<file path="src/rtl/cache_pkg.sv">
// Shared types for the cache request sequencer: FSM states and the
// buffered request entry layout.
package cache_pkg;

    localparam int ADDR_WIDTH = 8;
    localparam int DATA_WIDTH = 8;

    typedef enum logic [1:0] {
        IDLE  = 2'd0,
        ISSUE = 2'd1,
        WAIT  = 2'd2,
        RESP  = 2'd3
    } seq_state_t;

    typedef struct packed {
        logic                  we;
        logic [ADDR_WIDTH-1:0] addr;
        logic [DATA_WIDTH-1:0] wdata;
    } req_entry_t;

    localparam int REQ_ENTRY_W = $bits(req_entry_t);

endpackage

</file>
<file path="src/rtl/cache_req_sequencer_if.sv">
// Request / cache / response bundle of the cache request sequencer.
// The sequencer sits on the slave side; the CPU plus done logic form the master.
interface cache_req_sequencer_if;
    import cache_pkg::*;

    logic                  req_valid;
    logic                  req_ready;
    logic                  req_we;
    logic [ADDR_WIDTH-1:0] req_addr;
    logic [DATA_WIDTH-1:0] req_wdata;
    logic                  cache_re;
    logic                  cache_we;
    logic [ADDR_WIDTH-1:0] cache_addr;
    logic [DATA_WIDTH-1:0] cache_wdata;
    logic [DATA_WIDTH-1:0] cache_rdata;
    logic                  op_in_progress;
    logic                  done;
    logic                  resp_valid;
    logic                  resp_we;
    logic [DATA_WIDTH-1:0] resp_rdata;
    logic                  resp_err;
    logic                  err_sticky;
    logic                  err_clear;
    logic                  busy;

    modport slave (
        input  req_valid, req_we, req_addr, req_wdata,
        input  cache_rdata, op_in_progress, done, err_clear,
        output req_ready, cache_re, cache_we, cache_addr, cache_wdata,
        output resp_valid, resp_we, resp_rdata, resp_err, err_sticky, busy
    );

    modport master (
        output req_valid, req_we, req_addr, req_wdata,
        output cache_rdata, op_in_progress, done, err_clear,
        input  req_ready, cache_re, cache_we, cache_addr, cache_wdata,
        input  resp_valid, resp_we, resp_rdata, resp_err, err_sticky, busy
    );

endinterface

</file>
<file path="src/rtl/sync_fifo.sv">
// Small synchronous FIFO with extra-MSB pointers; head is shown without a pop.
// Push when full and pop when empty are ignored.
module sync_fifo #(
    parameter int WIDTH = 8,
    parameter int DEPTH = 4
) (
    input  logic             i_clk,
    input  logic             i_rst,
    input  logic             i_push,
    input  logic             i_pop,
    input  logic [WIDTH-1:0] i_wdata,
    output logic             o_full,
    output logic             o_empty,
    output logic [WIDTH-1:0] o_head
);
    localparam int AW = $clog2(DEPTH);

    logic [WIDTH-1:0] r_mem [DEPTH];
    logic [AW:0]      r_wptr;
    logic [AW:0]      r_rptr;
    logic             w_push;
    logic             w_pop;

    assign w_push  = i_push && !o_full;
    assign w_pop   = i_pop && !o_empty;
    assign o_empty = (r_wptr == r_rptr);
    assign o_full  = (r_wptr[AW] != r_rptr[AW]) && (r_wptr[AW-1:0] == r_rptr[AW-1:0]);
    assign o_head  = r_mem[r_rptr[AW-1:0]];

    // Advance read/write pointers; they wrap modulo 2*DEPTH.
    always_ff @(posedge i_clk or posedge i_rst) begin
        if (i_rst) begin
            r_wptr <= '0;
            r_rptr <= '0;
        end else begin
            if (w_push) begin
                r_wptr <= r_wptr + {{AW{1'b0}}, 1'b1};
            end
            if (w_pop) begin
                r_rptr <= r_rptr + {{AW{1'b0}}, 1'b1};
            end
        end
    end

    // Entry storage; contents are don't-care while the slot is free.
    always_ff @(posedge i_clk) begin
        if (w_push) begin
            r_mem[r_wptr[AW-1:0]] <= i_wdata;
        end
    end

endmodule

</file>
<file path="src/rtl/cache_req_sequencer.sv">
// Buffers CPU requests and issues them one at a time to the cache done logic,
// holding address/data until done (or a timeout) and returning a 1-cycle response.
module cache_req_sequencer
    import cache_pkg::*;
#(
    parameter int FIFO_DEPTH     = 4,
    parameter int TIMEOUT_CYCLES = 16
) (
    input  logic                  clk,
    input  logic                  rst,
    cache_req_sequencer_if.slave  bus
);
    localparam int              CNT_W   = $clog2(TIMEOUT_CYCLES);
    localparam logic [CNT_W-1:0] CNT_MAX = CNT_W'(TIMEOUT_CYCLES - 1);

    seq_state_t            r_state;
    seq_state_t            w_next;
    logic                  w_timeout;
    logic [CNT_W-1:0]      r_cnt;
    logic                  w_full;
    logic                  w_empty;
    logic [REQ_ENTRY_W-1:0] w_head_bits;
    req_entry_t            w_head;
    req_entry_t            w_push_entry;

    logic                  r_cache_re;
    logic                  r_cache_we;
    logic [ADDR_WIDTH-1:0] r_cache_addr;
    logic [DATA_WIDTH-1:0] r_cache_wdata;
    logic                  r_resp_valid;
    logic                  r_resp_we;
    logic [DATA_WIDTH-1:0] r_resp_rdata;
    logic                  r_resp_err;
    logic                  r_err_sticky;

    assign w_push_entry = {bus.req_we, bus.req_addr, bus.req_wdata};
    assign w_head       = req_entry_t'(w_head_bits);

    sync_fifo #(
        .WIDTH (REQ_ENTRY_W),
        .DEPTH (FIFO_DEPTH)
    ) u_req_fifo (
        .i_clk   (clk),
        .i_rst   (rst),
        .i_push  (bus.req_valid),
        .i_pop   (r_state == RESP),
        .i_wdata (w_push_entry),
        .o_full  (w_full),
        .o_empty (w_empty),
        .o_head  (w_head_bits)
    );

    // Next-state decode; done takes priority over the timeout terminal count.
    always_comb begin
        w_next    = r_state;
        w_timeout = 1'b0;
        case (r_state)
            IDLE: begin
                if (!w_empty && !bus.op_in_progress) begin
                    w_next = ISSUE;
                end else begin
                    w_next = IDLE;
                end
            end
            ISSUE: w_next = WAIT;
            WAIT: begin
                if (bus.done) begin
                    w_next = RESP;
                end else if (r_cnt == CNT_MAX) begin
                    w_next    = RESP;
                    w_timeout = 1'b1;
                end else begin
                    w_next = WAIT;
                end
            end
            RESP:    w_next = IDLE;
            default: w_next = IDLE;
        endcase
    end

    // State register.
    always_ff @(posedge clk or posedge rst) begin
        if (rst) begin
            r_state <= IDLE;
        end else begin
            r_state <= w_next;
        end
    end

    // Cycles spent in WAIT; restarted on every issue.
    always_ff @(posedge clk or posedge rst) begin
        if (rst) begin
            r_cnt <= '0;
        end else if (r_state == ISSUE) begin
            r_cnt <= '0;
        end else if ((r_state == WAIT) && (w_next == WAIT)) begin
            r_cnt <= r_cnt + CNT_W'(1);
        end
    end

    // Registered cache/response outputs, computed from the upcoming state.
    always_ff @(posedge clk or posedge rst) begin
        if (rst) begin
            r_cache_re    <= 1'b0;
            r_cache_we    <= 1'b0;
            r_cache_addr  <= '0;
            r_cache_wdata <= '0;
            r_resp_valid  <= 1'b0;
            r_resp_we     <= 1'b0;
            r_resp_rdata  <= '0;
            r_resp_err    <= 1'b0;
        end else begin
            r_cache_re    <= (w_next == ISSUE) && !w_head.we;
            r_cache_we    <= (w_next == ISSUE) && w_head.we;
            r_cache_addr  <= (w_next != IDLE) ? w_head.addr  : '0;
            r_cache_wdata <= (w_next != IDLE) ? w_head.wdata : '0;
            r_resp_valid  <= (w_next == RESP);
            r_resp_we     <= (w_next == RESP) && w_head.we;
            r_resp_rdata  <= ((w_next == RESP) && !w_timeout && !w_head.we) ? bus.cache_rdata : '0;
            r_resp_err    <= w_timeout;
        end
    end

    // Sticky timeout flag; a new timeout beats a simultaneous clear.
    always_ff @(posedge clk or posedge rst) begin
        if (rst) begin
            r_err_sticky <= 1'b0;
        end else if (w_timeout) begin
            r_err_sticky <= 1'b1;
        end else if (bus.err_clear) begin
            r_err_sticky <= 1'b0;
        end
    end

    assign bus.req_ready   = !w_full;
    assign bus.busy        = !w_empty || (r_state != IDLE);
    assign bus.cache_re    = r_cache_re;
    assign bus.cache_we    = r_cache_we;
    assign bus.cache_addr  = r_cache_addr;
    assign bus.cache_wdata = r_cache_wdata;
    assign bus.resp_valid  = r_resp_valid;
    assign bus.resp_we     = r_resp_we;
    assign bus.resp_rdata  = r_resp_rdata;
    assign bus.resp_err    = r_resp_err;
    assign bus.err_sticky  = r_err_sticky;

endmodule

</file>
<file path="src/flat_wrapper.sv">
// flat-port wrapper written by rule: the top's interface ports become plain ports
module cache_req_sequencer_flat import cache_pkg::*;
#(
    parameter int FIFO_DEPTH     = 4,
    parameter int TIMEOUT_CYCLES = 16
)
  (clk, rst, bus_req_valid, bus_req_we, bus_req_addr, bus_req_wdata, bus_cache_rdata, bus_op_in_progress, bus_done, bus_err_clear, bus_req_ready, bus_cache_re, bus_cache_we, bus_cache_addr, bus_cache_wdata, bus_resp_valid, bus_resp_we, bus_resp_rdata, bus_resp_err, bus_err_sticky, bus_busy);
  cache_req_sequencer_if bus_i ();
  input  logic clk;
  input  logic rst;
  input wire logic [$bits(bus_i.req_valid)-1:0] bus_req_valid;
  input wire logic [$bits(bus_i.req_we)-1:0] bus_req_we;
  input wire logic [$bits(bus_i.req_addr)-1:0] bus_req_addr;
  input wire logic [$bits(bus_i.req_wdata)-1:0] bus_req_wdata;
  input wire logic [$bits(bus_i.cache_rdata)-1:0] bus_cache_rdata;
  input wire logic [$bits(bus_i.op_in_progress)-1:0] bus_op_in_progress;
  input wire logic [$bits(bus_i.done)-1:0] bus_done;
  input wire logic [$bits(bus_i.err_clear)-1:0] bus_err_clear;
  output wire logic [$bits(bus_i.req_ready)-1:0] bus_req_ready;
  output wire logic [$bits(bus_i.cache_re)-1:0] bus_cache_re;
  output wire logic [$bits(bus_i.cache_we)-1:0] bus_cache_we;
  output wire logic [$bits(bus_i.cache_addr)-1:0] bus_cache_addr;
  output wire logic [$bits(bus_i.cache_wdata)-1:0] bus_cache_wdata;
  output wire logic [$bits(bus_i.resp_valid)-1:0] bus_resp_valid;
  output wire logic [$bits(bus_i.resp_we)-1:0] bus_resp_we;
  output wire logic [$bits(bus_i.resp_rdata)-1:0] bus_resp_rdata;
  output wire logic [$bits(bus_i.resp_err)-1:0] bus_resp_err;
  output wire logic [$bits(bus_i.err_sticky)-1:0] bus_err_sticky;
  output wire logic [$bits(bus_i.busy)-1:0] bus_busy;
  assign bus_i.req_valid = bus_req_valid;
  assign bus_i.req_we = bus_req_we;
  assign bus_i.req_addr = bus_req_addr;
  assign bus_i.req_wdata = bus_req_wdata;
  assign bus_i.cache_rdata = bus_cache_rdata;
  assign bus_i.op_in_progress = bus_op_in_progress;
  assign bus_i.done = bus_done;
  assign bus_i.err_clear = bus_err_clear;
  assign bus_req_ready = bus_i.req_ready;
  assign bus_cache_re = bus_i.cache_re;
  assign bus_cache_we = bus_i.cache_we;
  assign bus_cache_addr = bus_i.cache_addr;
  assign bus_cache_wdata = bus_i.cache_wdata;
  assign bus_resp_valid = bus_i.resp_valid;
  assign bus_resp_we = bus_i.resp_we;
  assign bus_resp_rdata = bus_i.resp_rdata;
  assign bus_resp_err = bus_i.resp_err;
  assign bus_err_sticky = bus_i.err_sticky;
  assign bus_busy = bus_i.busy;
  cache_req_sequencer #(.FIFO_DEPTH(FIFO_DEPTH), .TIMEOUT_CYCLES(TIMEOUT_CYCLES)) u_core (.clk(clk), .rst(rst), .bus(bus_i));
endmodule
</file>
<file path="config.mk">
export PLATFORM = sky130hd
export DESIGN_NAME = cache_req_sequencer_flat
export DESIGN_NICKNAME = d
export VERILOG_FILES = /design/src/rtl/cache_pkg.sv /design/src/rtl/cache_req_sequencer_if.sv /design/src/rtl/sync_fifo.sv /design/src/rtl/cache_req_sequencer.sv /design/src/flat_wrapper.sv
export SDC_FILE = /design/constraint.sdc
export NUM_CORES = 1
export LEC_CHECK = 0
export ABC_CLOCK_PERIOD_IN_PS = 3090
export CAP_MARGIN = 30
export CORE_ASPECT_RATIO = 0.7
export CORE_UTILIZATION = 40
export DETAILED_ROUTE_END_ITERATION = 8
export PLACE_DENSITY_LB_ADDON = 0.08
export SLEW_MARGIN = 30
export SYNTH_ARGS = -nofsm -noshare
export SYNTH_HDL_FRONTEND = slang
export SYNTH_SLANG_ARGS = --single-unit
</file>
<file path="constraint.sdc">
create_clock -name clk -period 3.09 [get_ports clk]
set_input_delay 0.927 -clock clk [delete_from_list [all_inputs] [get_ports clk]]
set_output_delay 0.927 -clock clk [all_outputs]
set_load 0.05 [all_outputs]
</file>
### After elaboration in Yosys (flattened, before gate mapping)

Memory sizes are Yosys's and may differ from the RTL's.
Index checks and enable logic that the tools add are counted.

* add/sub/neg operators: 3
* eq/ne operators: 10
* mux-type cells: 16
* reductions and logical operators: 21

Operators by type and width (number)
* 2-to-1 mux 8 bit: 3
* logical AND 1 bit: 10
* 2-to-1 mux 1 bit: 9
* == test 2 bit, second input constant: 4
* 2-to-1 mux 4 bit: 2
* one-hot mux 2 bit (4 select lines): 1
* nonzero test 2 bit: 4
* adder 3 x 1 -> 3 bit, second input constant: 2
* logical NOT 1 bit: 5
* adder 4 x 1 -> 4 bit, second input constant: 1
* == test 2 x 1 -> 1 bit, second input constant: 2
* == test 4 bit, second input constant: 1
* == test 3 bit: 1
* == test 2 bit: 1
* logical NOT 2 bit: 1
* 2-to-1 mux 2 bit: 1
* logical OR 1 bit: 1
* inequality test 1 bit: 1

* bits in registers: 42
* memory bits (writable): 68
* input bits: 31
* output and inout bits: 32
* word-level logic and storage cells: 64
* memories: 1

Memories
* u_core.u_req_fifo.r_mem: depth 4, bits a word 17, rd ports 1, clocked after memory_dff 0, write ports 1, line sync_fifo.sv:18 `logic [WIDTH-1:0] r_mem [DEPTH];`

### Logic depth before layout (Yosys ltp)

* depth in word-level cells: 9
* depth in mapped cells: 7
* depth with buffers taken out: 6

### By module

From an unflattened synthesis, not the netlist that was laid out.

* cell total of the unflattened synthesis: 239
* area, all modules: 4329.2 µm²

Modules (own cells, without submodules)
* sync_fifo: instances 1, cells each 138, area each 2954.1 µm², sequential area each 2192.1 µm²
* cache_req_sequencer: instances 1, cells each 101, area each 1375.1 µm², sequential area each 900.9 µm²

### Least setup slack after synthesis

No wires, ideal clock.

* path type: register to output
* start point: register u_core.u_req_fifo.r_rptr[1]
* end point: output port bus_busy
* arrival: 1.339 ns
* required time: 2.163 ns
* slack: 0.824 ns
* stages on the path, launching flop included: 4
* buffers on the path: 1
* path through: dfrtp_1 buf_4 xnor2_2 nand4_1

* word-level cells in the longest chain between the ends: 3

RTL lines
* start: declaration: line sync_fifo.sv:20 `logic [AW:0] r_rptr;`
* start signal: assignment: line sync_fifo.sv:40 `r_rptr <= r_rptr + {{AW{1'b0}}, 1'b1};`
* == test 3 bit: line sync_fifo.sv:26 `assign o_empty = (r_wptr == r_rptr);`
* logical NOT 1 bit: line cache_req_sequencer.sv:136 `assign bus.busy = !w_empty || (r_state != IDLE);`
* logical OR 1 bit: line cache_req_sequencer.sv:136
* end: declaration: line flat_wrapper.sv:29 `output wire logic [$bits(bus_i.busy)-1:0] bus_busy;`

Every way passes these cells.

### Final worst setup path

* start point: register u_core.u_req_fifo.r_rptr[2]
* end point: output port bus_busy

Same word-level chain as after synthesis.

==> reports/metrics.yaml <==
clocking:
  clk_pin_slew_ps: 70
  cts-root-buf: "clkbuf_16"
  cts_hold_buf: 0
  htreeDepth: 3
  clockBufferDepth: 2
  cts-resized-gates: 0
  cts_tree: "done"
  cts.sink_count: 110
  cts-buffers-inserted: 9
  cts_post_setup_buffers_inserted: 0
  clk_latency_ps: 340
sta:
  fin_crit_sh: 0.814
  relSlewSlack: 0.602
  setup_tns_ps: 0
  slew_violations: 0
  final-setup-viol-count: 0
  worst_pin_slew_ps: 596
  fin_hold_ws_ps: 483
  fin_crit_ps: 2520
  hold_violations: 0
  rsz0062_at_grt: "false"
  fmax_mhz: 397
  finClkSkew_ps: 7.19
floorplanning:
  core_mm2: 0.00998
  start_util: 0.423
  rows: 30
  ios: 63
  die_h_um: 88.0
  chipWidth_um: 125
  die_area_mm2: 0.0110
synth:
  synth_xor_area_frac: 0.0201
  synth_top_family_by_area: "multiplexers"
  synth_flop_cell: "edfxtp_1"
  ys_ff_latch: 110
  synthDistinctLibCells: 36
  synth_edf_count: 68
  yosysSeqAreaShare: 0.732
  synthSimpleGateAreaFrac: 0.0767
  synth_fp_nets: 271
  synth-compound-area-share: 0.0204
  yosys.area.top_type: "edfxtp_1"
  synth_cells: 229
  synthTopCellsByArea: "edfxtp_1 48%, dfrtp_1 25%, mux4_2 9.1%, ha_1 3.3%, nor2b_1 2.8%"
  postSynthAreaPerCell_um2: 18.4
  synth_mux_area_frac: 0.101
  yosysWarnings: 0
  syn_area_mm2: 0.00422
  async_reset_ff_frac: 0.382
  synth_top_area_frac: 0.484
  synthAdderAreaFrac: 0.0326
hold_path:
  holdPathEnd: "u_core.bus.err_sticky$_DFFE_PP0P_"
  holdPathStages: 1
  hp-start: "u_core.bus.err_sticky$_DFFE_PP0P_"
  min_path_type: "flop to flop"
drt:
  ant_nets: 0
  drc_errors: 10
  wirelength_um: 7130
  viasPerCell: 4.77
  dr.pass1.iters: 6
  drtIter0Drc: 144
  wire_per_inst_um: 16.2
  vias: 2094
setup_path:
  regToRegEndpoint: "u_core.bus.resp_rdata[5]$_DFF_PP0_"
  rr_startpoint: "u_core.u_req_fifo.r_rptr[0]$_DFFE_PP0P_"
  reg2reg_depth: 5
  cp.required_ps: 2160
  path_cells: "xnor2_1 -> nand4_1 -> buf_12"
  cp_slowest_cell: "dfrtp_1"
  ff2ff_setup_slack_ps: 1010
  cp.arrival_ps: 1590
  crit_fanout: 3
  start_kind: "flop"
  criticalPathCategory: "flop to primary output"
  worstSetupEndpointType: "primary output"
  cp_slowest_stage_delay_ps: 420
job:
  maxCapViolCount: 0
power:
  vdd_drop_max_mv: 0.362
  power.total_mw: 5.50
  cellLeakagePower_nw: 2.06
  power_density_mw_per_mm2: 1030
global_route:
  antenna_found_initial: 0
  grt_max_degree: 32
  groute.usage.overall: 0.145
  grt.overflow.total: 0
  grt_pass1_wl_um: 11400
  grt_pass1_vias: 2147
finish:
  insertedDiodeCount: 0
  drive_gt1_frac: 0.158
  final_cell_mix: "68 x edfxtp_1, 60 x clkdlybuf4s50_1, 42 x dfrtp_1"
  final_common_cell: "edfxtp_1"
  syn2layout_area_growth_pct: 26.7
  n_fill_cell: 801
  num-nets-final: 348
run_status:
  outcome: "finished with violations"
  violations: "design-rule violations"
placement:
  io_buffers: 62
  dp_hpwl_um: 4740
  gp_congestion: 0.733
flip-flops by register name (all words and copies together) (netlist names), 2 cells and up:
signal	count
u_core.r_cnt	4
u_core.bus.cache_wdata	8
u_core.r_state	2
u_core.bus.resp_rdata	8
u_core.u_req_fifo.r_wptr	3
u_core.u_req_fifo.r_mem	68
u_core.u_req_fifo.r_rptr	3
u_core.bus.cache_addr	8
cells in the mapped netlist, types with 3 or more instances:
master	n
a31oi_1	3
nand3_1	4
inv_1	10
edfxtp_1	68
mux4_2	17
nand2_1	3
nor2b_1	19
and2_1	12
dfrtp_1	42
nor2_1	3
ha_1	11
xnor2_1	4
routing by layer:
layer  vias to the layer above  routed length [um]  GRT usage
li1                        995                   -          -
met1                      1025                3370      0.193
met2                        65                3230      0.223
met3                         9                 430     0.0495
met4                         0                  98     0.0572
met5                         -                   0          0
cell type report:
| type | instances | area, um2 | share of cell area |
|---|---|---|---|
| well taps | 128 | 160 | 0.0299 |
| multi-input cells | 104 | 1060 | 0.198 |
| inverters | 10 | 37.5 | 0.00702 |
| clock inverters | 6 | 62.6 | 0.0117 |
| clock buffers | 10 | 229 | 0.0428 |
| repair buffers | 71 | 708 | 0.132 |
| flip-flops and latches | 110 | 3090 | 0.578 |
worst max-delay path, delay by kind of cell (launching register included):
kind | cells | cell delay (ps)
xor+xnor | 1 | 400
buf+inv | 1 | 200
flops | 1 | 420
simple gates | 1 | 230
stage by stage:
step	instance area (um2)	worst slack [ps]	util	std cells
CTS	5350	551	0.536	439
global placement	5060	447	0.507	423
floorplan	4220	824	-	229
global route	5350	497	0.536	439
finish	5350	574	0.536	439
detailed placement	5060	435	0.507	423
logic make-up (layout without fill, tap and decap cells):
group,after synthesis,count (layout)
compound gates,10,10
xor+xnor,8,8
fa+ha+maj,11,11
buf+inv,15,97
flops,110,110
mux,21,21
simple gates,54,54
power breakdown:
part | internal [mW] | total, mW | switching, mW
combinational | 0.903 | 2.24 | 1.34
sequential | 2.00 | 2.14 | 0.146
clock | 0.627 | 1.12 | 0.490
total | 3.53 | 5.50 | 1.97
worst max path at each step:
stage,from,endpoint,slack [ps],depth (start not counted)
finish,u_core.u_req_fifo.r_rptr[2]$_DFFE_PP0P_,bus_busy,570,3
global route,u_core.u_req_fifo.r_rptr[2]$_DFFE_PP0P_,bus_busy,500,3
CTS,u_core.u_req_fifo.r_rptr[2]$_DFFE_PP0P_,bus_busy,550,3
detailed placement,bus_req_valid,u_core.u_req_fifo.r_mem[2][10]$_DFFE_PP_,440,5
global placement,bus_req_valid,u_core.u_req_fifo.r_mem[1][13]$_DFFE_PP_,450,5
floorplan,u_core.u_req_fifo.r_rptr[1]$_DFFE_PP0P_,bus_busy,820,3
Power figures use the tool's default switching activity.
